### src/rtl/exe_mem_pkg.sv
// Shared types for the Execute->Memory pipeline boundary: payload record
// carried by each buffer entry and the skid-buffer occupancy states.
package exe_mem_pkg;

  localparam int DEF_WIDTH    = 48;
  localparam int DEF_REG_BITS = 5;

  typedef struct packed {
    logic [DEF_WIDTH-1:0]    alu_out;
    logic [DEF_WIDTH-1:0]    store_data;
    logic [DEF_REG_BITS-1:0] rd;
    logic                    reg_write;
    logic                    mem_read;
    logic                    mem_write;
    logic [3:0]              nzvc;
    logic                    set_flags;
  } ex_mem_payload_t;

  typedef enum logic [1:0] {
    EMPTY = 2'd0,
    ONE   = 2'd1,
    FULL  = 2'd2
  } skid_state_t;

endpackage

### src/rtl/ex_mem_pipe_flag_reg.sv
// Architectural NZVC status register: 4-bit, write-enabled, cleared by a
// synchronous active-low reset.
module flag_reg (
  input  logic       clk,
  input  logic       rst_n,
  input  logic       we,
  input  logic [3:0] d,
  output logic [3:0] q
);

  always_ff @(posedge clk) begin
    if (!rst_n) begin
      q <= 4'b0000;
    end else if (we) begin
      q <= d;
    end
  end

endmodule

### src/rtl/ex_mem_pipe.sv
// Execute->Memory boundary: 2-entry skid buffer with a registered ex_ready,
// plus the NZVC status register committed as each instruction drains.
module ex_mem_pipe
  import exe_mem_pkg::*;
#(
  parameter int WIDTH    = DEF_WIDTH,
  parameter int REG_BITS = DEF_REG_BITS
) (
  input  logic                clk,
  input  logic                rst_n,
  input  logic                ex_valid,
  output logic                ex_ready,
  input  logic [WIDTH-1:0]    ex_alu_out,
  input  logic [3:0]          ex_nzvc,
  input  logic                ex_set_flags,
  input  logic [WIDTH-1:0]    ex_store_data,
  input  logic [REG_BITS-1:0] ex_rd,
  input  logic                ex_reg_write,
  input  logic                ex_mem_read,
  input  logic                ex_mem_write,
  input  logic                flush,
  output logic                mem_valid,
  input  logic                mem_ready,
  output logic [WIDTH-1:0]    mem_alu_out,
  output logic [WIDTH-1:0]    mem_store_data,
  output logic [REG_BITS-1:0] mem_rd,
  output logic                mem_reg_write,
  output logic                mem_mem_read,
  output logic                mem_mem_write,
  output logic [3:0]          flags_nzvc
);

  skid_state_t     state, state_nxt;
  ex_mem_payload_t in_p0;
  ex_mem_payload_t main_p1, skid_p1;
  logic            ex_ready_q;
  logic            accept, drain;
  logic            ld_main_ex, ld_main_skid, ld_skid;
  logic            flag_we;

  always_comb begin
    in_p0            = '0;
    in_p0.alu_out    = ex_alu_out;
    in_p0.store_data = ex_store_data;
    in_p0.rd         = ex_rd;
    in_p0.reg_write  = ex_reg_write;
    in_p0.mem_read   = ex_mem_read;
    in_p0.mem_write  = ex_mem_write;
    in_p0.nzvc       = ex_nzvc;
    in_p0.set_flags  = ex_set_flags;
  end

  assign ex_ready  = ex_ready_q;
  assign mem_valid = (state != EMPTY);
  assign accept    = ex_valid && ex_ready_q;
  assign drain     = mem_valid && mem_ready;

  // The flag commit ignores flush: a draining instruction has already left.
  assign flag_we   = drain && main_p1.set_flags;

  always_comb begin
    state_nxt    = state;
    ld_main_ex   = 1'b0;
    ld_main_skid = 1'b0;
    ld_skid      = 1'b0;
    unique case (state)
      EMPTY: begin
        if (accept) begin
          state_nxt  = ONE;
          ld_main_ex = 1'b1;
        end
      end
      ONE: begin
        if (accept && drain) begin
          ld_main_ex = 1'b1;
        end else if (accept) begin
          state_nxt = FULL;
          ld_skid   = 1'b1;
        end else if (drain) begin
          state_nxt = EMPTY;
        end
      end
      FULL: begin
        if (drain) begin
          state_nxt    = ONE;
          ld_main_skid = 1'b1;
        end
      end
      default: state_nxt = EMPTY;
    endcase
    if (flush) begin
      state_nxt    = EMPTY;
      ld_main_ex   = 1'b0;
      ld_main_skid = 1'b0;
      ld_skid      = 1'b0;
    end
  end

  always_ff @(posedge clk) begin
    if (!rst_n) begin
      state      <= EMPTY;
      ex_ready_q <= 1'b1;
    end else begin
      state      <= state_nxt;
      ex_ready_q <= (state_nxt != FULL);
    end
  end

  // Stage p1: buffer entries, written only when an instruction lands in them
  always_ff @(posedge clk) begin
    if (!rst_n) begin
      main_p1 <= '0;
      skid_p1 <= '0;
    end else begin
      if (ld_main_ex) begin
        main_p1 <= in_p0;
      end else if (ld_main_skid) begin
        main_p1 <= skid_p1;
      end
      if (ld_skid) begin
        skid_p1 <= in_p0;
      end
    end
  end

  assign mem_alu_out    = main_p1.alu_out;
  assign mem_store_data = main_p1.store_data;
  assign mem_rd         = main_p1.rd;
  assign mem_reg_write  = mem_valid && main_p1.reg_write;
  assign mem_mem_read   = mem_valid && main_p1.mem_read;
  assign mem_mem_write  = mem_valid && main_p1.mem_write;

  flag_reg u_flag_reg (
    .clk   (clk),
    .rst_n (rst_n),
    .we    (flag_we),
    .d     (main_p1.nzvc),
    .q     (flags_nzvc)
  );

endmodule

### config.mk
export PLATFORM = sky130hd
export DESIGN_NAME = ex_mem_pipe
export DESIGN_NICKNAME = d
export VERILOG_FILES = /design/src/rtl/exe_mem_pkg.sv /design/src/rtl/ex_mem_pipe_flag_reg.sv /design/src/rtl/ex_mem_pipe.sv
export SDC_FILE = /design/constraint.sdc
export NUM_CORES = 1
export LEC_CHECK = 0
export CORE_MARGIN = 2
export CORE_UTILIZATION = 46
export DETAILED_ROUTE_END_ITERATION = 10
export PLACE_DENSITY = 0.76
export SKIP_LAST_GASP = 1
export SYNTH_ARGS = -nofsm -noshare
export SYNTH_HDL_FRONTEND = slang
export SYNTH_HIERARCHICAL = 1
export SYNTH_SLANG_ARGS = --single-unit
### constraint.sdc
create_clock -name clk -period 1.4 [get_ports clk]
set_input_delay 0.28 -clock clk [delete_from_list [all_inputs] [get_ports clk]]
set_output_delay 0.28 -clock clk [all_outputs]
set_load 0.05 [all_outputs]
==> results.cfg, run 1 <==
[status]
status = complete, but fails checks
violations = negative setup slack

[critical_path]
cp.required_ns = 1.82
crit_cells = 5
crit_chain = buf_4, and4bb_4, bufbuf_16, nand2_1, a31oi_1
max_stage_delay_ns = 0.41
r2r_start = state[1]
end_kind = flip-flop
crit_type = reg2reg
cpMaxStageDelayCell = dfxtp_2
crit_buf_inv = 2
cp.arrival_ns = 2.07
start_kind = flip-flop
r2r_slack_ns = -0.24
cp_max_fo = 17
startpoint = state[1]
r2r_end = mem_store_data[17]
worstRegToRegCells = 5
crit_family = buffers and inverters

[detailed_routing]
wl_met2_um = 15900
viasPerCell = 5.96
vias = 9812
wl_met3_um = 2200
wl_per_cell_um = 19.6
drc = 0
top_layer = met4
final_antenna_net_count = 0
drt_iter0_drc = 846
drt-met1-wl_um = 12900
drt-total-wl_um = 32300
dr.pass1.iters = 5

[synthesis]
synth.distinct_cells = 29
synth_ff_type = dfxtp_1
synthDominantCellAreaShare_pct = 43.5
yosysSeqAreaShare_pct = 43.5
synth_common_cells = 225 x dfxtp_1, 219 x nand2_1, 112 x buf_4
yosysMostFrequentCell = dfxtp_1
syn_inst = 1253
ys_ff_latch = 225
yosys-top-cells-area = dfxtp_1 43%, buf_4 8.1%, nand2_1 7.9%, o31ai_1 7.9%, a31oi_1 6.6%
synth_edf_count = 0
syn-cell-area_mm2 = 0.0104
synth_fp_nets = 1367
yosysTopAreaCell = dfxtp_1
ys_warn_count = 6
async_flop_share_pct = 0
syn_avg_cell_area_um2 = 8.27

[clock_network]
clkTransAtPathRegs_ns = 0.06
ctsHoldBuffers = 0
cts_buffer_depth = 3
numCtsBuffers = 24
cts.sinks = 225
h-tree-depth = 1
tritoncts = built
clk_latency_ns = 0.52
cts-root-buf = clkbuf_16

[global_route]
groute.usage.overall_pct = 25.3
overflow = 0
grt_antenna_before_repair = 2
grt_max_degree = 64
grt_pass1_wl_um = 49500
grt_pass1_vias = 9373

[final_layout]
final_cells = 1645
fin_area_mm2 = 0.0153
areaGrowthSynthToFinish_pct = 47.2
layout-drive-gt1-share_pct = 22.4
final_core_util_pct = 69.5
final_nets = 1460

[min_path]
min_path_type = in2reg
min_from = rst_n
holdPathStages = 3
whs_endpoint = ex_ready

[timing]
worstMarginPinSlew_ns = 0.290
finalCriticalPeriod_ns = 1.64
rsz0062_at_grt = true
max_freq_mhz = 608
maxSlewViolCount = 0
timing.final.hold_violations = 0
worst_slack_ns = -0.245
timing.final.crit_share_pct = 117
setup_viol = 210
skew_ns = 0.0159
slew_headroom_pct = 80.7

[flow_run]
maxCapViolCount = 0

[die]
die_w_um = 154
die_h_um = 154
rows = 54
boundaryPins = 224
coreArea_mm2 = 0.0220
start_util_pct = 47.2
dieArea_mm2 = 0.0237

[place]
placedCellCount = 1578
placed_area_mm2 = 0.0136
place_congestion = 0.768
pre_cts_slack_ns = -0.530
hpwl_um = 18300
port_buffers = 223

[pwr]
leakage_nw = 5.27
ir_drop_uv = 647
power_density_mw_per_mm2 = 1090
-- worst register-to-register path, stage by stage, from the launching register on --
cell and delay, ns:
dfxtp_2 0.41, buf_4 0.16, and4bb_4 0.31, bufbuf_16 0.32
nand2_1 0.11, a31oi_1 0.24
-- report_power, final --
| part | switching, mW | total, mW | leakage (nW) | internal [mW] |
|---|---|---|---|---|
| sequential | 0.261 | 6.91 | 1.84 | 6.65 |
| combinational | 1.68 | 3.28 | 3.03 | 1.60 |
| clock | 2.56 | 6.48 | 0.404 | 3.92 |
-- worst max-delay path by stage --
stage | slack (ns) | to
after CTS | -0.21 | mem_mem_write
after global routing | -0.24 | mem_mem_read
after floorplan | -0.07 | mem_mem_read
after detailed placement | -0.53 | mem_store_data[18]
after global placement | -0.44 | mem_store_data[36]
final | -0.24 | mem_store_data[17]
-- cell families (layout without fill, tap and decap cells) --
logic type	count (synthesis)	after routing	synth area share, %
compound gates	439	439	27.8
xor+xnor	1	1	0.0845
buf+inv	236	346	13.6
flops	225	225	43.5
mux	4	4	0.386
other cells	0	2	0
simple gates	348	348	14.7
-- layer usage --
| layer | track usage, % | vias to the layer above |
|---|---|---|
| met5 | 0 | - |
| met3 | 3.83 | 101 |
| li1 | - | 4562 |
| met2 | 42.8 | 428 |
| met4 | 10.7 | 0 |
| met1 | 32.3 | 4721 |
-- cells in the final DEF (no fill, tap or decap), types with 43 or more instances in the layout --
master and n:
a21boi_1 54, nand3_1 108, buf_12 149, a21boi_0 54, o31ai_1 60, clkdlybuf4s50_1 112
o31ai_2 43, a31oi_1 109, dfxtp_1 222, nand2_1 219, o21ai_0 60
-- stage by stage --
step / TNS [ns] / hold WS, ns / total power [mW]
6_report: -17.44 / 0.140 / 16.7
3_5_place_dp: -94.25 / 0.455 / 10.0
2_1_floorplan: -0.206 / 0.359 / 8.62
4_1_cts: -5.08 / 0.128 / 16.6
5_1_grt: -22.93 / 0.141 / 17.2
3_3_place_gp: -86.40 / 0.447 / 9.98
-- area by class of cell --
| type | instances | area, um2 |
|---|---|---|
| diodes | 2 | 5.00 |
| clock buffers | 39 | 769 |
| clock inverters | 4 | 45.0 |
| fillers | 1541 | 6710 |
| inverters | 3 | 11.3 |
| multi-input cells | 792 | 4900 |
| flip-flops and latches | 225 | 4510 |
| well taps | 280 | 350 |
| repair buffers | 300 | 4660 |
-- registers in the layout, indices dropped and copies added (netlist names) --
name and cells:
ex_ready 1, main_p1 8, mem_alu_out 48, mem_rd 5, mem_store_data 48, skid_p1 109, state 2, u_flag_reg/q 4
-- what timing repair did --
action | CTS | global route
pin swaps | 3 | 1
resized for setup | 65 | 111
endpoints found under the setup margin | 121 | 222
setup buffers | 11 | 1
gates cloned | 6 | 4
Note: power is estimated with default switching activity, not from simulation.
==> run 2: changes to the inputs <==
- ABC_CLOCK_PERIOD_IN_PS: default -> 1400
- CORE_ASPECT_RATIO: default -> 0.7
==> results.cfg, run 2 (synthesis results as in run 1) <==
[status]
status = complete, but fails checks
violations = negative setup slack

[timing]
timing.final.hold_violations = 0
worstMarginPinSlew_ns = 0.407
slew_headroom_pct = 72.6
max_freq_mhz = 600
finalCriticalPeriod_ns = 1.67
skew_ns = 0.0174
rsz0062_at_grt = true
worst_slack_ns = -0.268
timing.final.crit_share_pct = 119
setup_tns_ns = -31.82
maxSlewViolCount = 0
setup_viol = 228

[clock_network]
numCtsBuffers = 23
cts-root-buf = clkbuf_16
tritoncts = built
cts.sinks = 225
clk_latency_ns = 0.52
h-tree-depth = 1
cts_buffer_depth = 3
clkTransAtPathRegs_ns = 0.07

[detailed_routing]
dr.pass1.iters = 6
final_antenna_net_count = 0
vias = 10775
drc = 0
drt-total-wl_um = 40300
viasPerCell = 6.36
drt_iter0_drc = 1339
wl_per_cell_um = 23.8

[final_layout]
areaGrowthSynthToFinish_pct = 64.9
final_nets = 1509
final_common_cell = dfxtp_1
fin_area_mm2 = 0.0171
layout-drive-gt1-share_pct = 29.9
largest_reg_flops = 109
top_register = skid_p1
final_cell_mix = 221 x dfxtp_1, 216 x nand2_1, 157 x buf_12
diodes = 0

[global_route]
grt_pass1_vias = 9858
groute.usage.overall_pct = 29.2
grt_pass1_wl_um = 55100
grt_max_degree = 46
overflow = 0
grt_antenna_before_repair = 0

[pwr]
ir_drop_uv = 805
total_power_mw = 17.2
power_density_mw_per_mm2 = 1010
leakage_nw = 5.84

[min_path]
min_path_type = in2reg
min_from = rst_n
whs_endpoint = mem_store_data[13]
holdPathStages = 3

[critical_path]
r2r_slack_ns = -0.27
cp_max_fo = 9
cp.arrival_ns = 2.12
crit_type = reg2reg
end_kind = flip-flop
r2r_end = skid_p1[101]
cp.required_ns = 1.85
r2r_start = state[1]
worstRegToRegCells = 6
start_kind = flip-flop

[die]
die_w_um = 183
coreArea_mm2 = 0.0219
boundaryPins = 224
start_util_pct = 47.3
dieArea_mm2 = 0.0238
die_h_um = 130
rows = 45

[place]
port_buffers = 223
placed_area_mm2 = 0.0136
hpwl_um = 18500
place_congestion = 0.802

[flow_run]
maxCapViolCount = 0
-- run 2: cell types whose count changed in the layout (fill, tap and decap cells not counted), moves of 8 or more --
cell      delta
a21boi_1    +29
buf_16      +20
a21boi_0    -36
nand3_2     +15
o31ai_1     -13
nand3_1     -20
a31oi_4     +29
buf_12       +8
o21ai_0      +9
o31ai_4     +12
a31oi_1     -33
-- run 2: worst max-delay path, stage by stage (launching register included) --
cell       delay [ns]
dfxtp_4          0.36
buf_6            0.12
and4bb_4         0.36
buf_4            0.19
bufbuf_16        0.29
nand3_1          0.11
a21boi_1         0.17
-- run 2: layer usage --
layer	part of all wire, %	up-vias	GRT usage, %
li1	-	4685	-
met1	39	5142	40.1
met2	46	781	46.3
met3	11	167	6.30
met4	3.9	0	8.80
met5	0	-	0
-- run 2: metrics by stage --
| stage | hold WS (ns) | util, % | cells | setup WS, ns |
|---|---|---|---|---|
| 2_1_floorplan | 0.359 | - | 1253 | -0.0686 |
| 3_3_place_gp | 0.449 | 62.2 | 1581 | -0.455 |
| 3_5_place_dp | 0.454 | 62.2 | 1581 | -0.500 |
| 4_1_cts | 0.117 | 72.5 | 1672 | -0.239 |
| 5_1_grt | 0.141 | 78.0 | 1693 | -0.302 |
| 6_report | 0.129 | 78.0 | 1693 | -0.268 |
-- run 2: power by group --
| group | total, mW | internal [mW] | switching [mW] | leakage [nW] |
|---|---|---|---|---|
| combinational | 3.92 | 1.92 | 1.99 | 3.64 |
| sequential | 6.92 | 6.64 | 0.274 | 1.84 |
| clock | 6.34 | 3.69 | 2.65 | 0.365 |
| total | 17.2 | 12.3 | 4.92 | 5.84 |
-- run 2: area by class of cell --
| class | instances | area (um2) |
|---|---|---|
| sequential | 225 | 4520 |
| inverter | 3 | 11.3 |
| fill | 1267 | 4810 |
| clock inverter | 5 | 81.3 |
| tap | 282 | 353 |
| clock buffer | 36 | 676 |
| multi-input combinational | 794 | 5740 |
| timing repair buffer | 348 | 5710 |
-- run 2: worst max path at each step --
stage | from | end | slack (ns) | cells past startpoint
floorplan | state[1] | mem_mem_read | -0.07 | 2
global placement | flush | mem_alu_out[31] | -0.45 | 6
detailed placement | flush | mem_rd[0] | -0.50 | 6
CTS | state[1] | mem_reg_write | -0.24 | 4
global route | state[1] | skid_p1[101] | -0.30 | 6
finish | state[1] | skid_p1[101] | -0.27 | 6
-- run 2: timing repair --
item                                    4_1_cts  5_1_grt
hold buffers                                  0        0
endpoints found under the setup margin      178      230
gates cloned                                 27       14
pin swaps                                     6       39
gates resized for setup                     128      210
setup buffers                                24       12
